## src/rtl/gravity_motion_ctrl.sv

```systemverilog
// gravity_motion_ctrl: gravity-flip vertical motion sequencer.
// Optional FLIP_BUFFER_EN: buffer one flip pressed while airborne.
module gravity_motion_ctrl #(
    parameter int TICK_DIV = 4,
    parameter int STEP     = 4,
    parameter int START_H  = 120,
    parameter int FLOOR_H  = 60,
    parameter int CEIL_H   = 360
) (
    input  logic       clk,
    input  logic       reset,
    input  logic       switch,
    input  logic       restart,
    input  logic [2:0] lines,
    output logic [8:0] height,
    output logic       dir,
    output logic       landed,
    output logic       dead,
    output logic       flip_ack
);

    localparam int CW = (TICK_DIV > 1) ? $clog2(TICK_DIV) : 1;
    localparam logic [CW-1:0] CNT_MAX = CW'(TICK_DIV - 1);
    localparam logic [8:0] STEP9  = 9'(STEP);
    localparam logic [8:0] START9 = 9'(START_H);
    localparam logic [8:0] FLOOR9 = 9'(FLOOR_H);
    localparam logic [8:0] CEIL9  = 9'(CEIL_H);

`ifdef FLIP_BUFFER_EN
    localparam bit BUF = 1'b1;
`else
    localparam bit BUF = 1'b0;
`endif

    typedef enum logic [1:0] {
        LANDED = 2'd0,
        MOVE   = 2'd1,
        DEAD   = 2'd2
    } state_t;

    state_t        state, state_n;
    logic [CW-1:0] cnt;
    logic          tick;
    logic          sw_q;
    logic          rise;
    logic          pend, pend_n;
    logic [8:0]    height_n, nh;
    logic          dir_n, ack_n;

    // Line support for a given rest height and gravity direction.
    function automatic logic rest_ok(
        input logic [8:0] h,
        input logic       d,
        input logic [2:0] ln
    );
        logic r;
        r = 1'b0;
        if (!d && h == 9'd120) r = ln[0];
        else if (!d && h == 9'd240) r = ln[1];
        else if (d && h == 9'd180) r = ln[1];
        else if (d && h == 9'd300) r = ln[2];
        return r;
    endfunction

    assign tick   = (cnt == CNT_MAX);
    assign rise   = switch & ~sw_q;
    assign landed = (state == LANDED);
    assign dead   = (state == DEAD);

    // Free-running motion tick divider.
    always_ff @(posedge clk or posedge reset) begin
        if (reset) begin
            cnt <= '0;
        end else if (restart || tick) begin
            cnt <= '0;
        end else begin
            cnt <= cnt + 1'b1;
        end
    end

    // State, position and button history registers.
    always_ff @(posedge clk or posedge reset) begin
        if (reset) begin
            state    <= LANDED;
            height   <= START9;
            dir      <= 1'b0;
            flip_ack <= 1'b0;
            sw_q     <= 1'b0;
            pend     <= 1'b0;
        end else if (restart) begin
            state    <= LANDED;
            height   <= START9;
            dir      <= 1'b0;
            flip_ack <= 1'b0;
            sw_q     <= 1'b0;
            pend     <= 1'b0;
        end else begin
            state    <= state_n;
            height   <= height_n;
            dir      <= dir_n;
            flip_ack <= ack_n;
            sw_q     <= switch;
            pend     <= pend_n;
        end
    end

    // Next-state: flip beats line loss; motion only on ticks.
    always_comb begin
        state_n  = state;
        height_n = height;
        dir_n    = dir;
        ack_n    = 1'b0;
        pend_n   = pend;
        nh       = dir ? (height + STEP9) : (height - STEP9);
        case (state)
            LANDED: begin
                if (rise || pend) begin
                    dir_n   = ~dir;
                    ack_n   = 1'b1;
                    pend_n  = 1'b0;
                    state_n = MOVE;
                end else if (!rest_ok(height, dir, lines)) begin
                    state_n = MOVE;
                end
            end
            MOVE: begin
                if (rise && BUF) pend_n = 1'b1;
                if (tick) begin
                    if (rest_ok(nh, dir, lines)) begin
                        height_n = nh;
                        state_n  = LANDED;
                    end else if ((!dir && height < FLOOR9 + STEP9) ||
                                 (dir && nh > CEIL9)) begin
                        state_n = DEAD;
                        pend_n  = 1'b0;
                    end else begin
                        height_n = nh;
                    end
                end
            end
            DEAD: begin
                pend_n = 1'b0;
            end
            default: begin
                state_n = LANDED;
            end
        endcase
    end

endmodule

```

## config.mk

```make
export PLATFORM = sky130hd
export DESIGN_NAME = gravity_motion_ctrl
export DESIGN_NICKNAME = d
export VERILOG_FILES = /design/src/rtl/gravity_motion_ctrl.sv
export SDC_FILE = /design/constraint.sdc
export NUM_CORES = 1
export LEC_CHECK = 0
export CAP_MARGIN = 25
export CORE_MARGIN = 2
export CORE_UTILIZATION = 38
export CTS_CLUSTER_SIZE = 20
export DETAILED_ROUTE_END_ITERATION = 10
export SLEW_MARGIN = 5
export SYNTH_ARGS = -nofsm -noshare
export SYNTH_HDL_FRONTEND = slang
export SYNTH_SLANG_ARGS = --single-unit
```

## constraint.sdc

```tcl
create_clock -name clk -period 5 [get_ports clk]
set_input_delay 1.5 -clock clk [delete_from_list [all_inputs] [get_ports clk]]
set_output_delay 1.5 -clock clk [all_outputs]
set_load 0.01 [all_outputs]
```

Word-level counts from Yosys, hierarchy flattened --
Cells that the tools add are included.
Storage, ports and cells: output and inout port bits 13, input bits 7, flip-flop bits (word level) 17
Cells by class: equal/unequal tests 19, bitwise logic cells 3, reduce and logical (&&, ||, !) cells 24, magnitude comparators 2, add/subtract/negate cells 3, multiplexer cells 39
Operators with widths (number):
- $mux 9 | 6
- $eq 9x8->1 const B | 4
- $mux 1 | 24
- $eq 9x7->1 const B | 2
- $eq 9x9->1 const B | 2
- $mux 2 | 7
- $logic_and 1x1->1 | 10
- $add 9x3->9 const B | 1
- $gt 9x9->1 const B | 1
- $lt 9x7->1 const B | 1
- $ne 3x3->1 const B | 3
- $sub 9x3->9 const B | 1
- $ne 4x4->1 const B | 2
- $reduce_bool 2->1 | 4
- $ne 3x2->1 const B | 2
- $pmux 2 s3 | 1
- $reduce_and 5->1 | 1
- $eq 2x2->1 const B | 2
- $reduce_and 4->1 | 1
- $reduce_bool 4->1 | 1
- $logic_or 1x1->1 | 3
- $pmux 1 s3 | 1
- $reduce_and 3->1 | 1
- $add 2x1->2 const B | 1
- 7 further kinds | 8

Depth between registers and ports, before layout --
Gate-level depths: netlist of the first run.
depth after elaboration 14, depth in mapped cells 11, gate-level depth less buffers 11

Worst setup path before layout of the first run --
OpenSTA, ideal clock, no wires.
kind input port to flip-flop, start point in lines[1], end point reg height[5], data arrival time 2.621 ns, path slack 2.297 ns, cell stages on the path 7, buffers on the path 0, library setup time 0.082 ns, cells stage by stage and4b_1 -> o22ai_1 -> nand2_1 -> mux2_4 -> nand3_1 -> a21oi_1 -> a211o_1
On the way: word-level cells in the longest chain between the ends 9
Ends and longest elaborated chain:
- from (decl) | RTL line 14 | input logic [2:0] lines,
- $mux 1 | RTL line 60 | else if (d && h == 9'd180) r = ln[1];
- $mux 1 (*) | RTL line 59 | else if (!d && h == 9'd240) r = ln[1];
- $mux 1 (*) | RTL line 58 | if (!d && h == 9'd120) r = ln[0];
- $mux 1 (*) | RTL line 128 | if (tick) begin
- $mux 1 (*) | RTL line 115 | case (state)
- $mux 9 | RTL line 129 | if (rest_ok(nh, dir, lines)) begin
- $mux 9 | RTL line 128
- $mux 9 | RTL line 115
- $mux 9 | RTL line 90 | end else if (restart) begin
- to (signal assigned) | RTL line 99 | height <= height_n;
- to (decl) | RTL line 15 | output logic [8:0] height,
Every way passes the cells marked *; elsewhere a longest branch is shown, timed or not. The select of a mux whose other input is x is not followed. A chain may end at the register's enable or synchronous reset.

Worst setup path after layout of the first run --
start point reg dir, end point reg height[6]
On the way: word-level cells in the longest chain between the ends 13
Ends and longest elaborated chain:
- from (decl) | RTL line 16 | output logic dir,
- from (signal assigned) | RTL line 100 | dir <= dir_n;
- $mux 9 | RTL line 114 | nh = dir ? (height + STEP9) : (height - STEP9);
- $eq 9x9->1 | RTL line 61 | else if (d && h == 9'd300) r = ln[2];
- $logic_and 1x1->1 | RTL line 61
- $mux 1 | RTL line 61
- $mux 1 | RTL line 60
- $mux 1 | RTL line 59
- $mux 1 | RTL line 58
- $mux 1 | RTL line 128
- $mux 1 | RTL line 115
- $mux 9 | RTL line 129
- $mux 9 | RTL line 128
- $mux 9 | RTL line 115
- $mux 9 | RTL line 90
Parallel ways exist; a longest one is shown, timed or not. The select of a mux whose other input is x is not followed.

==> results.md, run 1 <==
* Outcome: completed
* FF+latch count, synth at 14
* Pwr Density at 219 mW/mm^2
* Share of cells above drive strength 1 at 13.3%
* Root buf cell: clkbuf_4
* Final Hold Viols at 0
* Final WL at 3020 um
* Ys async rst share at 100%
* CORE AREA at 0.00328 mm^2
* Yosys cell types at 55
* Iteration-0 DRC Markers at 68
* Die outline area at 0.00384 mm^2
* Die extent in x at 62.0 um
* LEAKAGE at 0.597 nW
* IO Count at 20
* Worst-path cell chain: inv_1 -> fa_1 -> a211o_2 -> nand2_2 -> o21ai_2 -> nor4b_1 -> nand3_1 -> a211oi_1 -> a21oi_1
* Final setup viols at 0
* Unrepaired setup endpoints after global routing: no
* Number of remaining DRC errors at 0
* Part of the cycle the worst path needs at 65.2%
* GP Congestion at 0.888
* Hold WS at 0.433 ns
* Ant. Diodes at 0
* Clock-pin slew on the worst setup and hold paths at 0.07 ns
* Transition time of the tightest slew-check pin at 0.618 ns
* Final min period at 3.26 ns
* ANT nets after route at 0
* Vias in the first global route at 1094
* Final Worst Setup Slack at 1.74 ns
* Post-Place Cells at 201
* Vias per cell at 5.58
* Final Cell Area at 0.00150 mm^2
* Syn Area/Cell at 8.93 um^2
* Largest net degree at the start of global routing at 19
* Main synth FF type: dfrtp_1
* Post-CTS sizing at 0
* Area Growth Syn to Fin at 17.4%
* Clock Latency Late Sink at 0.27 ns
* CTS Buffer Depth at 2
* Core Rows at 21
* Fmax at 307 MHz
* Startpoint type of the worst setup path: register
* H-tree levels at 1
* Hold_buf cts at 0
* Commonest non-fill, non-tap cell in the layout: clkdlybuf4s50_1
* Crit path capture: height[6]$_DFFE_PP1P_
* Worst EP required at 5.19 ns
* Slowest cell on crit path: dfrtp_1
* Worst EP arrival at 3.45 ns
* Vias at 1139
* CP peak stage delay at 0.65 ns
* Slew Limit Headroom at 58.7%
* Commonest cells after routing, fill and taps aside: clkdlybuf4s50_1, nor2_1, ha_1, dfrtp_1
* Critical path type: reg -> reg
* Peak supply drop at 0.000137 V
* Internal reg-to-reg setup slack at 1.74 ns
* Sequential-to-total area share from yosys stat at 27.8%
* Hold Crit Class: reg -> reg
* Worst reg2reg path depth at 9
* Mapped Area at 0.00128 mm^2
* Clock Sink Count at 14
* Crit end category: register
* Max Cap Viol at 0
* YS warnings at 0
* R2R Path Start: dir$_DFFE_PP0P_
* Beginning of the critical path: dir$_DFFE_PP0P_
* Cell count after synthesis at 143
* Tot GR Track Use at 17.7%
* # port buffers at 17
* Number of enable flip-flop cells after synthesis at 0
* Critical Path Fanout Max at 14
* Setup Buffers After CTS at 0
* Worst R2R End: height[6]$_DFFE_PP1P_
* Pins Over Slew Limit at 0
* Hpwl dp at 2360 um
* Gr ovfl total at 0
* DR WL/cell at 14.8 um
* CTS tree: yes
* NumNets Final at 178
* Setup skew after layout at 0.00329 ns
* Number of CTS-inserted buffers at 3
* Cell Area, Placed at 0.00148 mm^2
* Setup TNS at 0 ns
* Dpl ws at 1.58 ns
* Initial antenna violation count at 0
* Initial core utilization at 38.9%
* Initial DRT Pass Iterations at 4
* First-pass GRT wire length at 5060 um
* Final Instance Count excl. Fillers at 204
* Die Y at 62.0 um
## how the worst min path moves through the flow
stage / from / end / slack (ns) / cells after the start
2_1_floorplan: cnt[0]$_DFF_PP0_ / cnt[0]$_DFF_PP0_ / 0.41 / 1
3_3_place_gp: cnt[0]$_DFF_PP0_ / cnt[0]$_DFF_PP0_ / 0.42 / 1
3_5_place_dp: cnt[0]$_DFF_PP0_ / cnt[0]$_DFF_PP0_ / 0.43 / 1
4_1_cts: cnt[0]$_DFF_PP0_ / cnt[0]$_DFF_PP0_ / 0.44 / 1
5_1_grt: cnt[0]$_DFF_PP0_ / cnt[0]$_DFF_PP0_ / 0.48 / 1
6_report: cnt[0]$_DFF_PP0_ / cnt[0]$_DFF_PP0_ / 0.43 / 1
## where the power goes
| part | internal (mW) | switching, mW | total, mW |
|---|---|---|---|
| Sequential | 0.120 | 0.0109 | 0.131 |
| Clock | 0.0278 | 0.0306 | 0.0585 |
| Combinational | 0.0626 | 0.0770 | 0.140 |
## stage by stage
stage                     util, %  total power [mW]
after floorplan                 -             0.236
after global placement       45.0             0.269
after detailed placement     45.0             0.271
after CTS                    45.7             0.333
after global routing         45.7             0.357
final                        45.7             0.329
## registers in the layout, summed over array words and instances (netlist names)
register / count
flip_ack: 1
dir: 1
state: 2
height: 7
sw_q: 1
cnt: 2
## final cells by class
cell class | count | area [um^2]
Timing Repair Buffer | 17 | 170
Clock buffer | 3 | 22.5
Fill cell | 343 | 1780
Sequential cell | 14 | 355
Tap cell | 46 | 57.6
Inverter | 5 | 18.8
Multi-Input combinational cell | 119 | 876
## Yosys cell counts (all sizes together) (3+ instances only)
library cell	number	share of area [%]
a211o	3	2.2
a211oi	6	4.9
a21oi	7	2.7
and3	5	2.9
and4b	3	2.4
buf	3	1.6
clkbuf	3	0.88
dfrtp	10	20
dfstp	4	8.2
ha	10	9.8
inv	5	1.5
nand2	6	2.0
nand3	7	2.7
nand4	3	1.5
nor2	13	4.0
nor2b	3	1.5
nor3	5	2.0
nor3b	3	1.8
nor4b	3	2.1
o21ai	7	3.3
## logic make-up after synthesis
logic type,synth area share [%]
DFF,27.8
adders and majority gates,11.4
and+or+nand+nor,29.8
other,0.294
xor gates and xnor gates,2.06
AOI/OAI and AO/OA,22.0
buffers and inverters,3.92
muxes,2.74
## worst max-delay path, delay by kind of cell, from the launching register on
kind | cells | cell delay [ns]
compound gates | 4 | 0.84
fa+ha+maj | 1 | 0.49
buf+inv | 1 | 0.27
flops | 1 | 0.65
simple gates | 3 | 0.93
## routing by layer
| layer | part of all wire (%) | global-route usage, % | vias up |
|---|---|---|---|
| li1 | - | - | 574 |
| met1 | 47 | 23.0 | 542 |
| met2 | 50 | 29.9 | 19 |
| met5 | 0 | 0 | - |
| met4 | 0.93 | 6.99 | 0 |
| met3 | 2.0 | 1.86 | 4 |
No activity file was read; power rests on OpenSTA's default activity.
==> run 2: changes to the inputs <==
==> constraint.sdc (replaced) <==
create_clock -name clk -period 2.8 [get_ports clk]
set_input_delay 0.84 -clock clk [delete_from_list [all_inputs] [get_ports clk]]
set_output_delay 0.84 -clock clk [all_outputs]
set_load 0.01 [all_outputs]
==> run 2 against run 1 <==
Compared with the run above:
- non-clock buffer count grew 6
- routed wire length grew 6.6%
- first-iteration DRC count shrank 22%
- register-to-register slack lost 1.6 ns
==> results.md, run 2 (synthesis gave the netlist of run 1 again) <==
* Outcome: completed
* Flop pwr share at 36.3% (-3.6 points)
* CTS tree: yes
* Dpl ws at 0.0679 ns (-1.51 ns)
* ANT nets after route at 0 (unchanged)
* Crit end category: register
* Die Y at 62.0 um (unchanged)
* Commonest non-fill, non-tap cell in the layout: clkdlybuf4s50_1
* Hold Crit Class: reg -> reg
* Clock-pin slew on the worst setup and hold paths at 0.08 ns (about the same)
* Tot GR Track Use at 18.6% (+0.90 points)
* Initial DRT Pass Iterations at 4 (unchanged)
* Clock Latency Late Sink at 0.27 ns (about the same)
* Slew Limit Headroom at 64.0% (+5.3 points)
* # port buffers at 17 (unchanged)
* Iteration-0 DRC Markers at 53 (-22%)
* CORE AREA at 0.00328 mm^2 (unchanged)
* Final Worst Setup Slack at 0.148 ns (-1.59 ns)
* Fmax at 377 MHz (+23%)
* Die extent in x at 62.0 um (unchanged)
* P_sw at 0.233 mW (+96%)
* Pwr Density at 396 mW/mm^2 (+81%)
* Filler cell count at 335 (-2.3%)
* Vias per cell at 5.55 (-0.64%)
* Setup Buffers After CTS at 0 (unchanged)
* Max Cap Viol at 0 (unchanged)
* Area occupied by multi-input gates at 903 um^2 (+3.1%)
* Final Hold Viols at 0 (unchanged)
* Clock Sink Count at 14 (unchanged)
* Largest regs: height (7), cnt (2), state (2)
* Final WL at 3220 um (+6.6%)
* Part of the cycle the worst path needs at 94.7% (+30 points)
* Number of CTS-inserted buffers at 3 (unchanged)
* Worst EP arrival at 2.86 ns (-0.59 ns)
* Number of remaining DRC errors at 0 (unchanged)
* IO Count at 20 (unchanged)
* Peak supply drop at 0.000227 V (+66%)
* Sequential cell area at 355 um^2 (unchanged)
* Critical path type: reg -> reg
* LEAKAGE at 0.637 nW (+6.6%)
* Max reg flops at 7 (unchanged)
* GP Congestion at 0.924 (+4.0%)
* Gr ovfl total at 0 (unchanged)
* Vias at 1165 (+2.3%)
* NumNets Final at 184 (+3.4%)
* Root buf cell: clkbuf_4
* Sw Share at 37.3% (+1.3 points)
* CTS Buffer Depth at 2 (unchanged)
* Critical Path Fanout Max at 5 (-9)
* Initial core utilization at 38.9% (unchanged)
* Ant. Diodes at 0 (unchanged)
* Final Core Density at 47.9% (+2.2 points)
* Final min period at 2.65 ns (-0.609 ns)
* Startpoint type of the worst setup path: register
* Commonest cells after routing, fill and taps aside: clkdlybuf4s50_1, nor2_1, ha_1, dfrtp_1, a21oi_1
* Hpwl dp at 2550 um (+8.2%)
* Most flop-heavy register: height
* PnR Total Power at 0.623 mW (+89%)
* Initial antenna violation count at 0 (unchanged)
* Largest net degree at the start of global routing at 18 (-1)
* Setup skew after layout at 0.00345 ns (+0.000154 ns)
* H-tree levels at 1 (unchanged)
* Vias in the first global route at 1125 (+2.8%)
* Setup TNS at 0 ns (unchanged)
* DR WL/cell at 15.3 um (+3.6%)
* Internal power at 0.391 mW (+85%)
* Pins Over Slew Limit at 0 (unchanged)
* Core Rows at 21 (unchanged)
* Clock Power Share at 18.1% (+0.3 points)
* Final Instance Count excl. Fillers at 210 (+2.9%)
* First-pass GRT wire length at 5220 um (+3.1%)
* Transition time of the tightest slew-check pin at 0.539 ns (-0.0788 ns)
* Comb pwr share at 45.7% (+3.3 points)
* Share of cells above drive strength 1 at 18.9% (+5.6 points)
* Area Growth Syn to Fin at 23.1%
* Die outline area at 0.00384 mm^2 (unchanged)
* Worst EP required at 3.01 ns (-2.18 ns)
* Final setup viols at 0 (unchanged)
* Post-Place Cells at 207 (+3.0%)
[run 2: changes by cell type in the layout (fill, tap and decap cells not counted), sizes merged]
| cell | before | now |
|---|---|---|
| buf | 0 | 6 |
[run 2: per-stage QoR]
stage	hold WS, ns	cell area, um^2
after floorplan	0.408	1280
after global placement	0.423	1520
after detailed placement	0.423	1520
after CTS	0.433	1550
after global routing	0.439	1570
final	0.435	1570
[run 2: final timing paths]
| kind | slack, ns | startpoint | depth (start not counted) | to |
|---|---|---|---|---|
| setup / recovery | 0.15 | height[3]$_DFFE_PP1P_ | 8 | height[5]$_DFFE_PP1P_ |
| hold / removal | 0.43 | cnt[0]$_DFF_PP0_ | 1 | cnt[0]$_DFF_PP0_ |
| setup reg to reg | 0.15 | height[3]$_DFFE_PP1P_ | 8 | height[5]$_DFFE_PP1P_ |
| hold reg to reg | 0.43 | cnt[0]$_DFF_PP0_ | 1 | cnt[0]$_DFF_PP0_ |
| max in group asynchronous | 1.53 | reset | 2 | height[5]$_DFFE_PP1P_ |
| min in group asynchronous | 0.90 | reset | 2 | sw_q$_DFF_PP0_ |
[run 2: power by group through the flow]
stage	combinational, mW	sequential, mW	clock, mW
finish	0.285	0.226	0.113
global route	0.314	0.228	0.123
CTS	0.268	0.226	0.114
detailed placement	0.266	0.230	0
global placement	0.263	0.229	0
floorplan	0.192	0.229	0
[run 2: layout make-up]
type / count / area share [%]
Clock buffer: 3 / 1.43
Inverter: 5 / 1.19
Multi-Input combinational cell: 119 / 57.4
Sequential cell: 14 / 22.6
Tap cell: 46 / 3.66
Timing Repair Buffer: 23 / 13.7
[run 2: critical path, cell delays in order (launching register included)]
cell and delay [ns]:
dfstp_2 0.60, ha_1 0.31, a211oi_4 0.30, nor4b_1 0.12, or3_4 0.41, o221ai_4 0.24
and3_4 0.25, nor2_2 0.06, a211o_1 0.28
[run 2: routing by layer]
layer  wire, um  share of wire [%]  up-vias  GRT usage (%)
li1           -                  -      580              -
met1       1450                 45      555           24.5
met2       1600                 50       26           31.4
met3        112                3.5        4           1.66
met4         49                1.5        0           7.29
met5          0                  0        -              0
[run 2: what timing repair did]
action,CTS,global route
hold buffers,0,0
resized for setup,0,5
setup endpoints to repair,0,9
